<file path="src/rtl/ex_mem_pipe_pkg.sv">
`default_nettype none
// ============================================================================
// Module : ex_mem_pipe_pkg
// Purpose: Shared defaults and halt-FSM state encoding for the EX/MEM stage.
// Ports  : none (package)
// Rev    : 1.0  initial release
// ============================================================================
package ex_mem_pipe_pkg;

  localparam int DATA_W_DEF = 16;
  localparam int REG_W_DEF  = 3;
  localparam int CNT_W_DEF  = 16;

  // Halt sequencing states
  localparam logic [1:0] ST_RUN        = 2'd0;
  localparam logic [1:0] ST_HALT_PULSE = 2'd1;
  localparam logic [1:0] ST_HALTED     = 2'd2;

endpackage
`default_nettype wire

</file>
<file path="src/rtl/ex_mem_pipe_if.sv">
`default_nettype none
// ============================================================================
// Module : ex_mem_pipe_if
// Purpose: Bundles the EX-side inputs, stage controls and MEM-side outputs
//          of the EX/MEM pipeline register.
// Ports  : master - the pipeline stage (consumes ex_*/stall/flush, drives
//                   valid/aluRes/writedata/memWrite/MemRead/... /stall_cnt)
//          slave  - the surrounding pipeline (drives ex_*, observes outputs)
// Rev    : 1.0  initial release
// ============================================================================
interface ex_mem_pipe_if
  import ex_mem_pipe_pkg::*;
#(
  parameter int DATA_W = DATA_W_DEF,
  parameter int REG_W  = REG_W_DEF,
  parameter int CNT_W  = CNT_W_DEF
);

  // EX side
  logic              ex_valid;
  logic [DATA_W-1:0] ex_aluRes;
  logic [DATA_W-1:0] ex_writeData;
  logic              ex_memWrite;
  logic              ex_memRead;
  logic              ex_regWrite;
  logic              ex_memToReg;
  logic [REG_W-1:0]  ex_writeReg;
  logic              ex_halt;
  logic              stall;
  logic              flush;

  // MEM side
  logic              valid;
  logic [DATA_W-1:0] aluRes;
  logic [DATA_W-1:0] writedata;
  logic              memWrite;
  logic              MemRead;
  logic              regWrite;
  logic              memToReg;
  logic [REG_W-1:0]  writeReg;
  logic              halt;
  logic              misalign;
  logic              fwd_en;
  logic [CNT_W-1:0]  stall_cnt;

  modport master (
    input  ex_valid, ex_aluRes, ex_writeData, ex_memWrite, ex_memRead,
           ex_regWrite, ex_memToReg, ex_writeReg, ex_halt, stall, flush,
    output valid, aluRes, writedata, memWrite, MemRead, regWrite, memToReg,
           writeReg, halt, misalign, fwd_en, stall_cnt
  );

  modport slave (
    output ex_valid, ex_aluRes, ex_writeData, ex_memWrite, ex_memRead,
           ex_regWrite, ex_memToReg, ex_writeReg, ex_halt, stall, flush,
    input  valid, aluRes, writedata, memWrite, MemRead, regWrite, memToReg,
           writeReg, halt, misalign, fwd_en, stall_cnt
  );

endinterface
`default_nettype wire

</file>
<file path="src/rtl/ex_mem_pipe_sat_counter.sv">
`default_nettype none
// ============================================================================
// Module : sat_counter
// Purpose: Up-counter that sticks at all-ones; async active-low clear.
// Ports  : clk   - clock, rising edge
//          rst_n - asynchronous clear, active-low
//          en    - count enable
//          count - current value
// Rev    : 1.0  initial release
// ============================================================================
module sat_counter #(
  parameter int WIDTH = 16
) (
  input  logic             clk,
  input  logic             rst_n,
  input  logic             en,
  output logic [WIDTH-1:0] count
);

  localparam logic [WIDTH-1:0] ALL_ONES = {WIDTH{1'b1}};
  localparam logic [WIDTH-1:0] ONE      = {{(WIDTH-1){1'b0}}, 1'b1};

  always_ff @(posedge clk or negedge rst_n) begin
    if (!rst_n) begin
      count <= '0;
    end else if (en && (count != ALL_ONES)) begin
      count <= count + ONE;
    end
  end

endmodule
`default_nettype wire

</file>
<file path="src/rtl/ex_mem_pipe.sv">
`default_nettype none
// ============================================================================
// Module : ex_mem_pipe
// Purpose: EX/MEM pipeline register with valid gating, stall/flush control,
//          misaligned-access blocking, forwarding enable and halt sequencing.
// Ports  : clk   - clock, rising edge
//          rst_n - asynchronous reset, active-low
//          bus   - ex_mem_pipe_if.master (EX inputs, stall/flush, MEM outputs,
//                  stall_cnt)
// Rev    : 1.0  initial release
// ============================================================================
module ex_mem_pipe
  import ex_mem_pipe_pkg::*;
#(
  parameter int DATA_W = DATA_W_DEF,
  parameter int REG_W  = REG_W_DEF,
  parameter int CNT_W  = CNT_W_DEF
) (
  input  logic          clk,
  input  logic          rst_n,
  ex_mem_pipe_if.master bus
);

  logic              valid_q;
  logic [DATA_W-1:0] alu_q;
  logic [DATA_W-1:0] wdata_q;
  logic              mem_wr_q;
  logic              mem_rd_q;
  logic              reg_wr_q;
  logic              mem_to_reg_q;
  logic [REG_W-1:0]  wreg_q;
  logic [1:0]        state;
  logic [1:0]        state_nxt;
  logic              load_bubble;
  logic              halt_taken;
  logic              mis;

  // Once a halt has been taken, nothing new may enter the stage.
  assign load_bubble = bus.flush || (state != ST_RUN);
  assign halt_taken  = !bus.stall && !load_bubble && bus.ex_valid && bus.ex_halt;

  always_ff @(posedge clk or negedge rst_n) begin
    if (!rst_n) begin
      valid_q      <= 1'b0;
      alu_q        <= '0;
      wdata_q      <= '0;
      mem_wr_q     <= 1'b0;
      mem_rd_q     <= 1'b0;
      reg_wr_q     <= 1'b0;
      mem_to_reg_q <= 1'b0;
      wreg_q       <= '0;
    end else if (!bus.stall) begin
      if (load_bubble) begin
        valid_q      <= 1'b0;
        alu_q        <= '0;
        wdata_q      <= '0;
        mem_wr_q     <= 1'b0;
        mem_rd_q     <= 1'b0;
        reg_wr_q     <= 1'b0;
        mem_to_reg_q <= 1'b0;
        wreg_q       <= '0;
      end else begin
        valid_q      <= bus.ex_valid;
        alu_q        <= bus.ex_aluRes;
        wdata_q      <= bus.ex_writeData;
        // A halt instruction is architecturally side-effect free.
        mem_wr_q     <= bus.ex_memWrite & ~bus.ex_halt;
        mem_rd_q     <= bus.ex_memRead  & ~bus.ex_halt;
        reg_wr_q     <= bus.ex_regWrite & ~bus.ex_halt;
        mem_to_reg_q <= bus.ex_memToReg;
        wreg_q       <= bus.ex_writeReg;
      end
    end
  end

  // Halt FSM: the pulse state stretches while stalled so the dump request
  // is seen by a memory stage that is itself held.
  always_comb begin
    state_nxt = state;
    case (state)
      ST_RUN:        if (halt_taken) state_nxt = ST_HALT_PULSE;
      ST_HALT_PULSE: if (!bus.stall) state_nxt = ST_HALTED;
      ST_HALTED:     state_nxt = ST_HALTED;
      default:       state_nxt = ST_RUN;
    endcase
  end

  always_ff @(posedge clk or negedge rst_n) begin
    if (!rst_n) begin
      state <= ST_RUN;
    end else begin
      state <= state_nxt;
    end
  end

  sat_counter #(.WIDTH(CNT_W)) u_stall_cnt (
    .clk   (clk),
    .rst_n (rst_n),
    .en    (bus.stall),
    .count (bus.stall_cnt)
  );

  // Odd address on a real memory op: suppress the access; the trap is
  // handled elsewhere, so regWrite still flows through.
  assign mis = valid_q & (mem_rd_q | mem_wr_q) & alu_q[0];

  assign bus.valid     = valid_q;
  assign bus.aluRes    = alu_q;
  assign bus.writedata = wdata_q;
  assign bus.memWrite  = valid_q & mem_wr_q & ~mis;
  assign bus.MemRead   = valid_q & mem_rd_q & ~mis;
  assign bus.regWrite  = valid_q & reg_wr_q;
  assign bus.memToReg  = mem_to_reg_q;
  assign bus.writeReg  = wreg_q;
  assign bus.halt      = (state == ST_HALT_PULSE);
  assign bus.misalign  = mis;
  assign bus.fwd_en    = valid_q & reg_wr_q & ~mem_to_reg_q;

endmodule
`default_nettype wire

</file>
<file path="src/flat_wrapper.sv">
// flat-port wrapper written by rule: the top's interface ports become plain ports
module ex_mem_pipe_flat import ex_mem_pipe_pkg::*;
#(
  parameter int DATA_W = DATA_W_DEF,
  parameter int REG_W  = REG_W_DEF,
  parameter int CNT_W  = CNT_W_DEF
)
  (clk, rst_n, bus_ex_valid, bus_ex_aluRes, bus_ex_writeData, bus_ex_memWrite, bus_ex_memRead, bus_ex_regWrite, bus_ex_memToReg, bus_ex_writeReg, bus_ex_halt, bus_stall, bus_flush, bus_valid, bus_aluRes, bus_writedata, bus_memWrite, bus_MemRead, bus_regWrite, bus_memToReg, bus_writeReg, bus_halt, bus_misalign, bus_fwd_en, bus_stall_cnt);
  ex_mem_pipe_if #(.DATA_W(DATA_W), .REG_W(REG_W), .CNT_W(CNT_W)) bus_i ();
  input  logic clk;
  input  logic rst_n;
  input wire logic [$bits(bus_i.ex_valid)-1:0] bus_ex_valid;
  input wire logic [$bits(bus_i.ex_aluRes)-1:0] bus_ex_aluRes;
  input wire logic [$bits(bus_i.ex_writeData)-1:0] bus_ex_writeData;
  input wire logic [$bits(bus_i.ex_memWrite)-1:0] bus_ex_memWrite;
  input wire logic [$bits(bus_i.ex_memRead)-1:0] bus_ex_memRead;
  input wire logic [$bits(bus_i.ex_regWrite)-1:0] bus_ex_regWrite;
  input wire logic [$bits(bus_i.ex_memToReg)-1:0] bus_ex_memToReg;
  input wire logic [$bits(bus_i.ex_writeReg)-1:0] bus_ex_writeReg;
  input wire logic [$bits(bus_i.ex_halt)-1:0] bus_ex_halt;
  input wire logic [$bits(bus_i.stall)-1:0] bus_stall;
  input wire logic [$bits(bus_i.flush)-1:0] bus_flush;
  output wire logic [$bits(bus_i.valid)-1:0] bus_valid;
  output wire logic [$bits(bus_i.aluRes)-1:0] bus_aluRes;
  output wire logic [$bits(bus_i.writedata)-1:0] bus_writedata;
  output wire logic [$bits(bus_i.memWrite)-1:0] bus_memWrite;
  output wire logic [$bits(bus_i.MemRead)-1:0] bus_MemRead;
  output wire logic [$bits(bus_i.regWrite)-1:0] bus_regWrite;
  output wire logic [$bits(bus_i.memToReg)-1:0] bus_memToReg;
  output wire logic [$bits(bus_i.writeReg)-1:0] bus_writeReg;
  output wire logic [$bits(bus_i.halt)-1:0] bus_halt;
  output wire logic [$bits(bus_i.misalign)-1:0] bus_misalign;
  output wire logic [$bits(bus_i.fwd_en)-1:0] bus_fwd_en;
  output wire logic [$bits(bus_i.stall_cnt)-1:0] bus_stall_cnt;
  assign bus_i.ex_valid = bus_ex_valid;
  assign bus_i.ex_aluRes = bus_ex_aluRes;
  assign bus_i.ex_writeData = bus_ex_writeData;
  assign bus_i.ex_memWrite = bus_ex_memWrite;
  assign bus_i.ex_memRead = bus_ex_memRead;
  assign bus_i.ex_regWrite = bus_ex_regWrite;
  assign bus_i.ex_memToReg = bus_ex_memToReg;
  assign bus_i.ex_writeReg = bus_ex_writeReg;
  assign bus_i.ex_halt = bus_ex_halt;
  assign bus_i.stall = bus_stall;
  assign bus_i.flush = bus_flush;
  assign bus_valid = bus_i.valid;
  assign bus_aluRes = bus_i.aluRes;
  assign bus_writedata = bus_i.writedata;
  assign bus_memWrite = bus_i.memWrite;
  assign bus_MemRead = bus_i.MemRead;
  assign bus_regWrite = bus_i.regWrite;
  assign bus_memToReg = bus_i.memToReg;
  assign bus_writeReg = bus_i.writeReg;
  assign bus_halt = bus_i.halt;
  assign bus_misalign = bus_i.misalign;
  assign bus_fwd_en = bus_i.fwd_en;
  assign bus_stall_cnt = bus_i.stall_cnt;
  ex_mem_pipe #(.DATA_W(DATA_W), .REG_W(REG_W), .CNT_W(CNT_W)) u_core (.clk(clk), .rst_n(rst_n), .bus(bus_i));
endmodule
</file>
<file path="config.mk">
export PLATFORM = sky130hd
export DESIGN_NAME = ex_mem_pipe_flat
export DESIGN_NICKNAME = d
export VERILOG_FILES = /design/src/rtl/ex_mem_pipe_pkg.sv /design/src/rtl/ex_mem_pipe_if.sv /design/src/rtl/ex_mem_pipe_sat_counter.sv /design/src/rtl/ex_mem_pipe.sv /design/src/flat_wrapper.sv
export SDC_FILE = /design/constraint.sdc
export NUM_CORES = 1
export LEC_CHECK = 0
export ABC_AREA = 1
export ABC_CLOCK_PERIOD_IN_PS = 1680
export CELL_PAD_IN_SITES_DETAIL_PLACEMENT = 1
export CELL_PAD_IN_SITES_GLOBAL_PLACEMENT = 1
export CORE_ASPECT_RATIO = 1.4
export CORE_MARGIN = 5
export CORE_UTILIZATION = 32
export DETAILED_ROUTE_END_ITERATION = 7
export PLACE_DENSITY_LB_ADDON = 0.3
export SLEW_MARGIN = 15
export SYNTH_ARGS = -nofsm -noshare
export SYNTH_HDL_FRONTEND = slang
export SYNTH_HIERARCHICAL = 1
export SYNTH_SLANG_ARGS = --single-unit
</file>
<file path="constraint.sdc">
create_clock -name clk -period 1.68 [get_ports clk]
set_input_delay 0.336 -clock clk [delete_from_list [all_inputs] [get_ports clk]]
set_output_delay 0.336 -clock clk [all_outputs]
set_load 0.02 [all_outputs]
</file>
==> qor.csv, run 1 <==
metric;value;unit
status;complete, no violations;
FMAX;612;MHz
Clock Tree Root;clkbuf_16;
TritonCTS clock tree;done;
switch share;34.1;%
Synth cell types;21;
routed via count;2738;
R2R Path Start;u_core/u_stall_cnt/count[1];
largest net degree at the start of global routing;39;
EDFF count, synth;0;
final layout net count;510;
Setup crit start kind;flop;
H-tree depth;3;
Pleak;2.21;nW
initial antenna violation count;0;
CTS Buffer Depth;2;
Worst EP required;1.34;ns
crit path max fanout;2;
1st-pass router iterations;4;
Clock Power Share;34.2;%
clk_lat worst skew;0.32;ns
Horiz. Die Dim;89.5;um
Detailed Route WL;9.16;mm
CTS sink cnt;58;
CTS Hold Buffers Added;0;
combinational share of power;30.3;%
Yosys top cell area share;51.3;%
Buf/Inv on CP;1;
NetSw;1.81;mW
main flop type after synthesis;dfrtp_1;
leading area contributor after synthesis;dfrtp_1;
post-layout min period;1.63;ns
cells on worst reg2reg path;9;
Slew headroom;61.8;%
sequential-to-total area share from yosys stat;51.3;%
first-pass GRT wire length;15.0;mm
Avg Cell Area, Syn;8.06;um2
Ys Warns;6;
Setup Viol. Count Final;0;
layout cells sized above 1;9.87;%
CTS buffer count;9;
reg2reg end;u_core/u_stall_cnt/count[9];
RSZ-0062 raised after global routing;false;
Worst Setup SP;u_core/bus.aluRes[13];
fin. max-slew vios;0;
WS Path Type;flop to primary output;
peak supply drop;0.538;mV
Ports;104;
# rows;40;
DRC violation total after the first TritonRoute iteration;59;
multi-input logic area;1200;um2
flip-flop and latch area;1450;um2
worst slew pin tran;0.574;ns
ANT cells;0;
Critical Path AT;1.30;ns
post-synthesis cell area;2830;um2
r2r setup slk;0.15;ns
internal power;3.49;mW
RD Place Congestion;0.789;
Net Count, Synth;400;
Post-route DRC;0;
port buffer count;103;
Mapped Cells;351;
cells along the critical path;clkdlybuf4s50_1;
clock skew;0.00687;ns
GRT Residual Overflow;0;
most frequent cell after synthesis;nand2_1;
Worst path depth;1;
Worst Setup EP;bus_aluRes[13];
Die Ht;121;um
Cell Pwr Density;1230;nW/um2
initial core utilization;32.9;%
WL/cell;16.0;um
DIE AREA;10900;um2
CP endpoint kind;primary output;
antenna-violating nets left;0;
Area growth, synth to finish;51.9;%
Async S/R FF share, synth;100;%
number of global-route vias before repair;3093;
post-synthesis register bit count;58;
CP max stage cell;clkdlybuf4s50_1;
top cell family by delay on the critical path;buffers and inverters;
main area contributors after synthesis;dfrtp_1, nand2_1, nand3_1;
hold crit path type;primary input to async pin;
half-perimeter wire length after placement;6.93;mm
CP max stage delay;0.61;ns
Fillers;1038;
Via density;4.80;
final core utilization;50.0;%
max_cap viols;0;
final hold violations;0;
Worst-path clk slew;0.06;ns
Reg power frac;35.6;%
Commonest cells post-synth;nand2_1, dfrtp_1, nand3_1, inv_1, nor2_1;
setup_tns;0;ns
core area;8610;um2
GRT Total Usage;18.2;%
period utilisation layout;97.2;%
logic make-up after synthesis:
family	count (synthesis)	share of synthesized area (%)
flops	58	51.3
buf+inv	34	6.23
compound gates	14	2.74
fa+ha+maj	4	1.77
simple gates	235	36.1
xor+xnor	6	1.86
how the worst min path moves through the flow:
stage,end,cells past startpoint,from
final,u_core/mem_rd_q,1,rst_n
after CTS,u_core/mem_rd_q,1,rst_n
after global routing,u_core/mem_rd_q,1,rst_n
after global placement,u_core/u_stall_cnt/count[5],1,rst_n
after detailed placement,u_core/u_stall_cnt/count[5],1,rst_n
after floorplan,u_core/bus.aluRes[0],0,rst_n
layout make-up:
type,count,share of cell area [%]
Clock buffer,10,5.32
Clock inverter,6,1.57
Inverter,20,1.75
Multi-Input combinational cell,259,28.0
Sequential cell,58,33.8
Tap cell,105,3.05
Timing Repair Buffer,113,26.6
timing repair:
item / in CTS / in global routing
resized for setup: 26 / 12
setup buffers: 0 / 0
cloned: 0 / 0
endpoints found under the setup margin: 25 / 19
metrics by stage:
step | std cells | hold WS, ns | setup WS [ns] | area (um2) | total power, mW
6_report | 571 | 0.0105 | 0.0469 | 4300 | 5.30
3_3_place_gp | 555 | 0.364 | 0.0948 | 4020 | 3.54
2_1_floorplan | 351 | 0.0404 | 0.0782 | 2830 | 2.74
5_1_grt | 571 | 0.0392 | 0.00148 | 4300 | 5.58
4_1_cts | 571 | 0.0229 | 0.000407 | 4290 | 5.38
3_5_place_dp | 555 | 0.372 | 0.0645 | 4020 | 3.60
power by group through the flow:
stage	clock (mW)	sequential [mW]	combinational, mW
after CTS	1.85	1.89	1.64
after global routing	1.92	1.92	1.74
after global placement	0	1.90	1.64
after detailed placement	0	1.91	1.69
after floorplan	0	2.13	0.604
final	1.81	1.88	1.60
metal layers:
layer  track usage [%]  part of all wire, %
met4              7.17                  2.7
met3              5.50                  5.3
met2              31.7                   54
met5                 0                    0
met1              20.1                   38
placed cells by master (no fill, tap or decap), types with 5 or more instances in the layout:
master,n
nand2_1,153
dlygate4sd2_1,21
xnor2_1,5
nor2_1,17
nand4_1,6
dfrtp_1,57
o21ai_0,11
nand3_1,46
dlymetal6s2s_1,6
buf_12,5
clkbuf_16,9
inv_1,18
clkdlybuf4s50_1,71
buf_4,5
state kept, by name, summed over array words and instances, names as in the netlist:
signal,cells
u_core/bus.aluRes,16
u_core/bus.memToReg,1
u_core/bus.valid,1
u_core/bus.writeReg,3
u_core/bus.writedata,16
u_core/mem_rd_q,1
u_core/mem_wr_q,1
u_core/reg_wr_q,1
u_core/state,2
u_core/u_stall_cnt/count,16
(Power assumes the default switching activity.)
==> run 2: changes to the inputs <==
--- a/constraint.sdc
+++ b/constraint.sdc
@@ -3,2 +3,2 @@
 set_output_delay 0.336 -clock clk [all_outputs]
-set_load 0.02 [all_outputs]
+set_load 0.05 [all_outputs]
==> qor.csv, run 2 (synthesis results as in run 1) <==
metric;value;unit;change
Ports;104;;unchanged
Pleak;2.21;nW;-0.43%
CTS sink cnt;58;;unchanged
post-layout min period;1.58;ns;-0.0576 ns
DRC violation total after the first TritonRoute iteration;45;;-24%
initial antenna violation count;0;;unchanged
GRT Total Usage;17.8;%;-0.37 points
hold crit path type;primary input to async pin;;
RD Place Congestion;0.770;;-2.4%
FMAX;635;MHz;+3.7%
Detailed Route WL;9.07;mm;-0.94%
most frequent cells in the layout;nand2_1, dfrtp_1, buf_4;;
largest net degree at the start of global routing;39;;unchanged
period utilisation layout;93.8;%;-3.4 points
DR top layer;met4;;
routed via count;2751;;+0.47%
final layout net count;513;;+0.59%
initial core utilization;32.9;%;unchanged
met2 routed WL;5.03;mm;+1.3%
antenna-violating nets left;0;;unchanged
clk_lat worst skew;0.32;ns;about the same
core area;8610;um2;unchanged
Hold WS;0.409;ns;+0.399 ns
R2R Path Start;u_core/u_stall_cnt/count[6];;
Worst Setup SP;u_core/bus.valid;;
ANT cells;0;;unchanged
port buffer count;103;;unchanged
setup bufs post-CTS;0;;unchanged
max_cap viols;0;;unchanged
first-pass GRT wire length;14.7;mm;-2.1%
commonest non-fill, non-tap cell in the layout;nand2_1;;
fin. max-slew vios;0;;unchanged
cells along the critical path;nand2_1 > a21oi_2 > buf_12;;
multi-input logic area;1210;um2;+0.94%
Post-route DRC;0;;unchanged
CTS buffer count;9;;unchanged
RSZ-0062 raised after global routing;false;;
Horiz. Die Dim;89.5;um;unchanged
status;complete, no violations;;
H-tree depth;3;;unchanged
Area growth, synth to finish;54.4;%;
Cell Pwr Density;1370;nW/um2;+11%
Slew headroom;69.4;%;+7.6 points
Setup Viol. Count Final;0;;unchanged
CP max stage delay;0.42;ns;-0.19 ns
TritonCTS clock tree;done;;
Critical Path AT;1.24;ns;-0.06 ns
WL met1;3.37;mm;-2.8%
Final Instance Area;4370;um2;+1.6%
CP endpoint kind;primary output;;
peak supply drop;0.647;mV;+20%
Setup crit start kind;flop;;
WS Path Type;flop to primary output;;
DIE AREA;10900;um2;unchanged
CP max stage cell;dfrtp_2;;
worst slew pin tran;0.458;ns;-0.116 ns
Fillers;1029;;-0.87%
final hold violations;0;;unchanged
CTS Buffer Depth;2;;unchanged
# rows;40;;unchanged
Worst EP required;1.34;ns;about the same
setup_tns;0;ns;unchanged
crit path max fanout;5;;+3
1st-pass router iterations;3;;-1
Clock Tree Root;clkbuf_16;;
GRT Residual Overflow;0;;unchanged
Worst-path clk slew;0.05;ns;about the same
Via density;4.79;;about the same
Die Ht;121;um;unchanged
WL/cell;15.8;um;-1.5%
DP Area;4060;um2;+0.96%
number of global-route vias before repair;2979;;-3.7%
half-perimeter wire length after placement;6.85;mm;-1.3%
flip-flop and latch area;1460;um2;+0.17%
clock skew;0.00492;ns;-0.00195 ns
layout cells sized above 1;23.9;%;+14 points
metal3 WL;519;um;+7.0%
-- run 2: final cells by class --
type | count | area share (%)
Inverter | 20 | 1.72
Tap cell | 105 | 3.01
Sequential cell | 58 | 33.3
Multi-Input combinational cell | 259 | 27.8
Timing Repair Buffer | 116 | 27.4
Clock inverter | 5 | 1.23
Clock buffer | 11 | 5.55
-- run 2: report_power, final --
group / internal, mW / switching (mW)
Clock: 1.18 / 0.624
Sequential: 1.66 / 0.250
Combinational: 0.789 / 1.47
-- run 2: stage by stage --
step	total power [mW]	util, %	worst slack (ns)	std cells
floorplan	3.29	-	-0.00262	351
global placement	4.14	47.2	0.213	557
detailed placement	4.21	47.2	0.141	557
CTS	6.06	50.8	0.00541	574
global route	6.29	50.8	0.0584	574
finish	5.97	50.8	0.105	574
-- run 2: path summary, 6_finish.rpt --
path	endpoint	slack [ns]	cells past startpoint
min in group clk	u_core/bus.aluRes[13]	0.49	2
setup / recovery	bus_misalign	0.10	3
setup reg to reg	u_core/u_stall_cnt/count[15]	0.17	7
hold reg to reg	u_core/bus.aluRes[13]	0.49	2
hold / removal	u_core/u_stall_cnt/count[4]	0.41	2
max in group asynchronous	u_core/bus.valid	0.79	3
-- run 2: repair_timing --
| action | in CTS | in global routing |
|---|---|---|
| resized for setup | 0 | 1 |
| hold buffers | 1 | 0 |
| endpoints found under the setup margin | 0 | 1 |
| hold endpoints to repair | 5 | 0 |
-- run 2: worst max-delay path, delay by kind of cell, from the launching register on --
family,cells,cell delay (ns)
buf+inv,1,0.15
simple gates,1,0.14
flops,1,0.42
compound gates,1,0.20
-- run 2: per-layer routing --
metal | GRT usage [%] | up-vias
met5 | 0 | -
met4 | 5.40 | 0
met3 | 6.11 | 13
met2 | 31.7 | 71
met1 | 19.3 | 1339
li1 | - | 1328
==> run 3: changes to the inputs <==
SLEW_MARGIN = default   (was 15)
==> results of run 3 <==
The final DEF is identical to that of run 2; final timing and power are the same.
